**src/rtl/deco_s_m.sv**
```systemverilog
// Binary (0..59) to packed-BCD decoder for seconds/minutes, registered output.
// Latency: one clock edge from Ref to Dato_out; no combinational path through.
// No handshake: a new value is accepted and converted every cycle.
module deco_s_m (
  input  logic       Clock,
  input  logic       Reset,
  input  logic [5:0] Ref,
  output logic [7:0] Dato_out
);

  logic [2:0] w_tens;
  logic [3:0] w_sub_lo;
  logic [3:0] w_units;
  logic       w_invalid;
  logic [7:0] w_bcd;
  logic [7:0] r_dato;

  // Tens digit by threshold compare; also pick the low nibble of tens*10.
  // The units result is always below 10, so working modulo 16 is exact.
  always_comb begin
    w_tens   = 3'd0;
    w_sub_lo = 4'd0;
    if (Ref >= 6'd50) begin
      w_tens   = 3'd5;
      w_sub_lo = 4'd2;   // 50 mod 16
    end else if (Ref >= 6'd40) begin
      w_tens   = 3'd4;
      w_sub_lo = 4'd8;   // 40 mod 16
    end else if (Ref >= 6'd30) begin
      w_tens   = 3'd3;
      w_sub_lo = 4'd14;  // 30 mod 16
    end else if (Ref >= 6'd20) begin
      w_tens   = 3'd2;
      w_sub_lo = 4'd4;   // 20 mod 16
    end else if (Ref >= 6'd10) begin
      w_tens   = 3'd1;
      w_sub_lo = 4'd10;  // 10 mod 16
    end
  end

  assign w_units   = Ref[3:0] - w_sub_lo;
  assign w_invalid = (Ref > 6'd59);

  // Out-of-range codes load the invalid marker rather than wrapping.
  assign w_bcd = w_invalid ? 8'hFF : {1'b0, w_tens, w_units};

  // Output register: cleared asynchronously, loads the conversion each edge.
  always_ff @(posedge Clock or posedge Reset) begin
    if (Reset) begin
      r_dato <= 8'h00;
    end else begin
      r_dato <= w_bcd;
    end
  end

  assign Dato_out = r_dato;

endmodule

```
**config.mk**
```make
export PLATFORM = sky130hd
export DESIGN_NAME = deco_s_m
export DESIGN_NICKNAME = d
export VERILOG_FILES = /design/src/rtl/deco_s_m.sv
export SDC_FILE = /design/constraint.sdc
export NUM_CORES = 1
export LEC_CHECK = 0
export ABC_AREA = 1
export CORE_AREA = 4 4 41 43
export CTS_BUF_LIST = sky130_fd_sc_hd__clkbuf_4 sky130_fd_sc_hd__clkbuf_8
export CTS_CLUSTER_DIAMETER = 30
export DETAILED_ROUTE_END_ITERATION = 8
export DIE_AREA = 0 0 45 47
export GPL_TIMING_DRIVEN = 0
export MAX_ROUTING_LAYER = met4
export PLACE_DENSITY = 0.68
export REMOVE_ABC_BUFFERS = 1
export SLEW_MARGIN = 20
export SYNTH_ARGS = -nofsm -noshare
export SYNTH_HDL_FRONTEND = slang
export SYNTH_SLANG_ARGS = --single-unit
export TNS_END_PERCENT = 1
```
**constraint.sdc**
```tcl
create_clock -name Clock -period 0.8 [get_ports Clock]
set_input_delay 0.12 -clock Clock [delete_from_list [all_inputs] [get_ports Clock]]
set_output_delay 0.12 -clock Clock [all_outputs]
set_load 0.05 [all_outputs]
```
After elaboration in Yosys (flattened, before gate mapping)
Index checks and enable logic that the tools add are counted. Widths: inputs -> output; s select.

Flip-flop bits (word level): 8. Output and inout bits: 8. Logic and storage cells: 19. Input bits: 8.

Add/sub/neg operators: 1. Muxes and demuxes: 11. Magnitude comparators: 6.

Operators by type and width (number): $mux 4 (5); $ge 6x5->1 const B (2); $ge 6x6->1 const B (2); $mux 8 (1); $ge 6x4->1 const B (1); $gt 6x6->1 const B (1); $mux 3 (2); $mux 2 (2); $sub 4x4->4 (1); $mux 1 (1).

Logic depth before layout (Yosys ltp)
Gate-level depths: netlist of run 1.

Depth in word-level cells: 8. Depth in mapped cells: 14. Mapped depth without buffers: 14.

Least setup slack after synthesis of run 1
No wires, ideal clock.

Kind: input-to-reg. Start point: input Ref[3]. End point: register r_dato[3] (netlist: Dato_out[3]). Buffers on the path: 0. Slack: -0.716 ns. Cell stages on the path: 12. Required time: 0.682 ns. Data arrival time: 1.398 ns. Setup time: 0.118 ns. Cells stage by stage: nand2_1 -> nor2_1 -> nor2_1 -> nand2_2 -> nand2_1 -> nand2_1 -> ha_1 -> fa_1 -> xor2_1 -> nand3_1 -> nand2_1 -> nand2_1.

Longest elaborated chain between the ends: 8. Elaborated cells between the ends (all ways): 13. Classes of those cells: add/sub (1); order compare (6); mux (6).

RTL lines: start: declaration (RTL line 7) `input logic [5:0] Ref,`; $ge 6x4->1 (RTL line 35) `end else if (Ref >= 6'd10) begin`; $mux 4 (RTL line 35); $mux 4 (RTL line 32) `end else if (Ref >= 6'd20) begin`; $mux 4 (RTL line 29) `end else if (Ref >= 6'd30) begin`; $mux 4 (RTL line 26) `end else if (Ref >= 6'd40) begin`; $mux 4 (RTL line 23) `if (Ref >= 6'd50) begin`; $sub 4x4->4 (RTL line 41) `assign w_units = Ref[3:0] - w_sub_lo;`; $mux 8 (*) (RTL line 45) `assign w_bcd = w_invalid ? 8'hFF : {1'b0, w_tens, w_units};`; net w_bcd[3] (RTL line 15) `logic [7:0] w_bcd;`; end signal: assignment (RTL line 52) `r_dato <= w_bcd;`; end: declaration (RTL line 16) `logic [7:0] r_dato;`.

The timed path passes the listed nets; every way through them passes the cells marked *.

Final worst setup path of run 1
Ends and elaborated chain as after synthesis.

==> qor.csv, run 1 <==
stage,metric,value,unit
yosys,synth_common_cells,"nand2_1, dfrtp_1, inv_1",
yosys,syn_inst,49,
floorplan,core_area,1300,um2
setup_path,cp_top_family,simple AND/OR/NAND/NOR gates,
sta,slew_viol_final,0,
pwr,totalPowerFinal,1.28,mW
yosys,synth_seq_cells,8,
yosys,synth.most_common_cell,nand2_1,
clock_network,h-tree-depth,1,
finish,largest_reg_flops,8,
yosys,synth-xor-area-share,2.20,%
sta,post-route-period-util,176,%
finish,layout.cells.non_filler,92,
grt,grtUsageTotal,11.5,%
floorplan,rows,13,
yosys,synth_area_per_cell,8.12,um2
grt,antenna_found_initial,0,
sta,grt_setup_unrepaired,yes,
yosys,synth_area_leader_cell,dfrtp_1,
sta,post-route-min-period,1410,ps
yosys,syn_area,398,um2
yosys,yosys_warnings,0,
finish,antennaDiodeCount,0,
pwr,comb_power_share,41.0,%
finish,area_growth,85.8,%
clock_network,cts.path.max_buffers,2,
placed_design,post-dp-hpwl,557,um
yosys,netlist.area_leader.share,50.3,%
floorplan,dieArea,2120,um2
setup_path,crit_path_end,Dato_out[3],
finish,multi_input_area,218,um2
yosys,yosysSeqAreaShare,50.3,%
yosys,synthAdderAreaFrac,8.18,%
sta,fin_ws,-609,ps
floorplan,die_h,47,um
placed_design,place_congestion,0.798,
setup_path,crit_start,Ref[3],
setup_path,critPathMostFrequentCell,nand2_2,
placed_design,placed_area,567,um2
pwr,leakagePower,0.376,nW
setup_path,worstPathRequired,930,ps
grt,grt_max_degree,9,
grt,grt_pass1_vias,396,
sta,max_freq,0.710,GHz
finish,final_area,739,um2
sta,hold_viol,0,
yosys,synth_top_family_by_area,simple AND/OR/NAND/NOR gates,
pwr,power_switching,0.450,mW
clock_network,cts-hold-fix-buffers,0,
finish,drive_above_1_share,53.2,%
clock_network,cts_made_buffers,3,
grt,globalRoute.totalOverflow,0,
setup_path,path_class,in2reg,
yosys,synth_simple_gate_area_share,29.2,%
finish,fin_util,56.8,%
yosys,synthFlopType,dfrtp_1,
finish,nFillCells,129,
setup_path,crit_path_end_kind,register,
finish,nNetsFinal,89,
sta,worst_pin_slew,307,ps
sta,finalSetupViolCount,12,
setup_path,start_kind,input pin,
run_status,status,"complete, but fails checks",
yosys,synthTopCellsByArea,"dfrtp_1, nand2_1, inv_1",
drt,vias,400,
pwr,power.sequential.fraction,36.1,%
grt,grt_pass1_wl,1520,um
hold_path,min_path_type,in2async,
yosys,synthMuxAreaShare,0,%
drt,routedWlPerCell,10.5,um
yosys,ys_types,12,
placed_design,dp.cells,79,
yosys,synth_edf_count,0,
floorplan,pin_count,16,
clock_network,clock-sinks,8,
drt,routed_wl,964,um
drt,drtIter0Drc,3,
clock_network,clockRootBuffer,clkbuf_4,
drt,first_pass_iters,4,
pwr,clkPwrFrac,22.9,%
pwr,p_int,0.833,mW
run,cap_violations,0,
pwr,power.density,1740,nW/um2
setup_path,crit_fanout,5,
sta,slew_headroom,79.3,%
drt,vias_per_cell,4.35,
setup_path,crit_path_max_incr_delay,350,ps
setup_path,worstPathCellList,buf_12 -> nand2_4 -> nor2_1 -> nor2_1 -> nand2_2 -> nand2_2 -> nand2_2 -> ha_4 -> fa_2 -> xor2_2 -> nand3_1 -> nand2_1 -> nand2_1,
placed_design,io_buffers,15,
clock_network,cts_tree,yes,
floorplan,initial_utilization,30.6,%
pwr,peakVddDrop,0.619,mV
setup_path,crit_arrival,1540,ps
placed_design,pre_cts_slack,-1430,ps
clock_network,clk_pin_slew,50,ps
setup_path,crit_cells,13,
finish,seqCellArea,200,um2
floorplan,die_w,45,um
drt,drtAntennaViolNets,0,
setup_path,cp.buffers_inverters,1,
setup_path,cp_slowest_cell,fa_2,
run_status,violations,negative setup slack,
pwr,swShare,35.1,%
yosys,synth_compound_area_share,2.52,%
yosys,async_flop_share,100,%
drt,drc,0,
## per-stage QoR
stage	hold WS, ps	setup TNS (ps)
CTS	117	-3750
global placement	377	-8490
floorplan	-64.3	-1350
global route	135	-4140
finish	113	-3650
detailed placement	374	-8630
## power groups by stage
stage	registers [mW]	logic, mW	clock network, mW
floorplan	0.639	0.103	0
global placement	0.467	0.424	0
detailed placement	0.469	0.427	0
CTS	0.463	0.497	0.299
global route	0.468	0.563	0.317
finish	0.463	0.527	0.294
## area by class of cell
cell class	count	share of cell area (%)
Timing Repair Buffer	25	33.8
Multi-Input combinational cell	33	29.4
Sequential cell	8	27.1
Inverter	8	4.06
Clock buffer	3	3.05
Tap cell	15	2.54
## repair_timing
| action | 4_1_cts | 5_1_grt |
|---|---|---|
| buffers inserted | 10 | 0 |
| setup endpoints to repair | 15 | 12 |
| pin swaps | 14 | 4 |
| resized for setup | 62 | 8 |
## cells in the final DEF, fill, tap and decap left out, drive strengths merged
master / Yosys / final
o21ai: 2 / 2
nand3: 3 / 3
ha: 1 / 1
dfrtp: 8 / 8
buf: 0 / 15
inv: 8 / 8
fa: 1 / 1
clkdlybuf4s15: 0 / 8
or2: 1 / 1
nor2: 5 / 5
xor2: 1 / 1
nand2: 19 / 19
clkbuf: 0 / 3
clkdlybuf4s50: 0 / 2
## cells by family after synthesis
group,after synthesis
xor gates and xnor gates,1
buffers and inverters,8
AOI/OAI and AO/OA,2
DFF,8
adders and majority gates,2
and+or+nand+nor,28
## per-layer routing
layer	track usage, %	routed length, um	part of all wire [%]
met5	-	0	0
met4	10.5	31	3.2
met3	3.45	86	8.9
met2	19.8	520	54
met1	9.93	325	34
## worst min path at each step
stage	startpoint	end	slack, ps	cells after the start
2_1_floorplan	Reset	Dato_out[0]	-60	1
3_3_place_gp	Reset	Dato_out[3]	380	2
3_5_place_dp	Reset	Dato_out[1]	370	2
4_1_cts	Reset	Dato_out[1]	120	2
5_1_grt	Ref[5]	Dato_out[7]	140	3
6_report	Reset	Dato_out[1]	110	2
(Power assumes the default switching activity.)
==> run 2, diff against run 1 <==
--- a/config.mk
+++ b/config.mk
@@ -19,4 +19,4 @@
 export SYNTH_ARGS = -nofsm -noshare
 export SYNTH_HDL_FRONTEND = slang
 export SYNTH_SLANG_ARGS = --single-unit
-export TNS_END_PERCENT = 1
+export TNS_END_PERCENT = 5
==> results of run 2 <==
Final layout, timing and power as in run 1 (identical DEF).
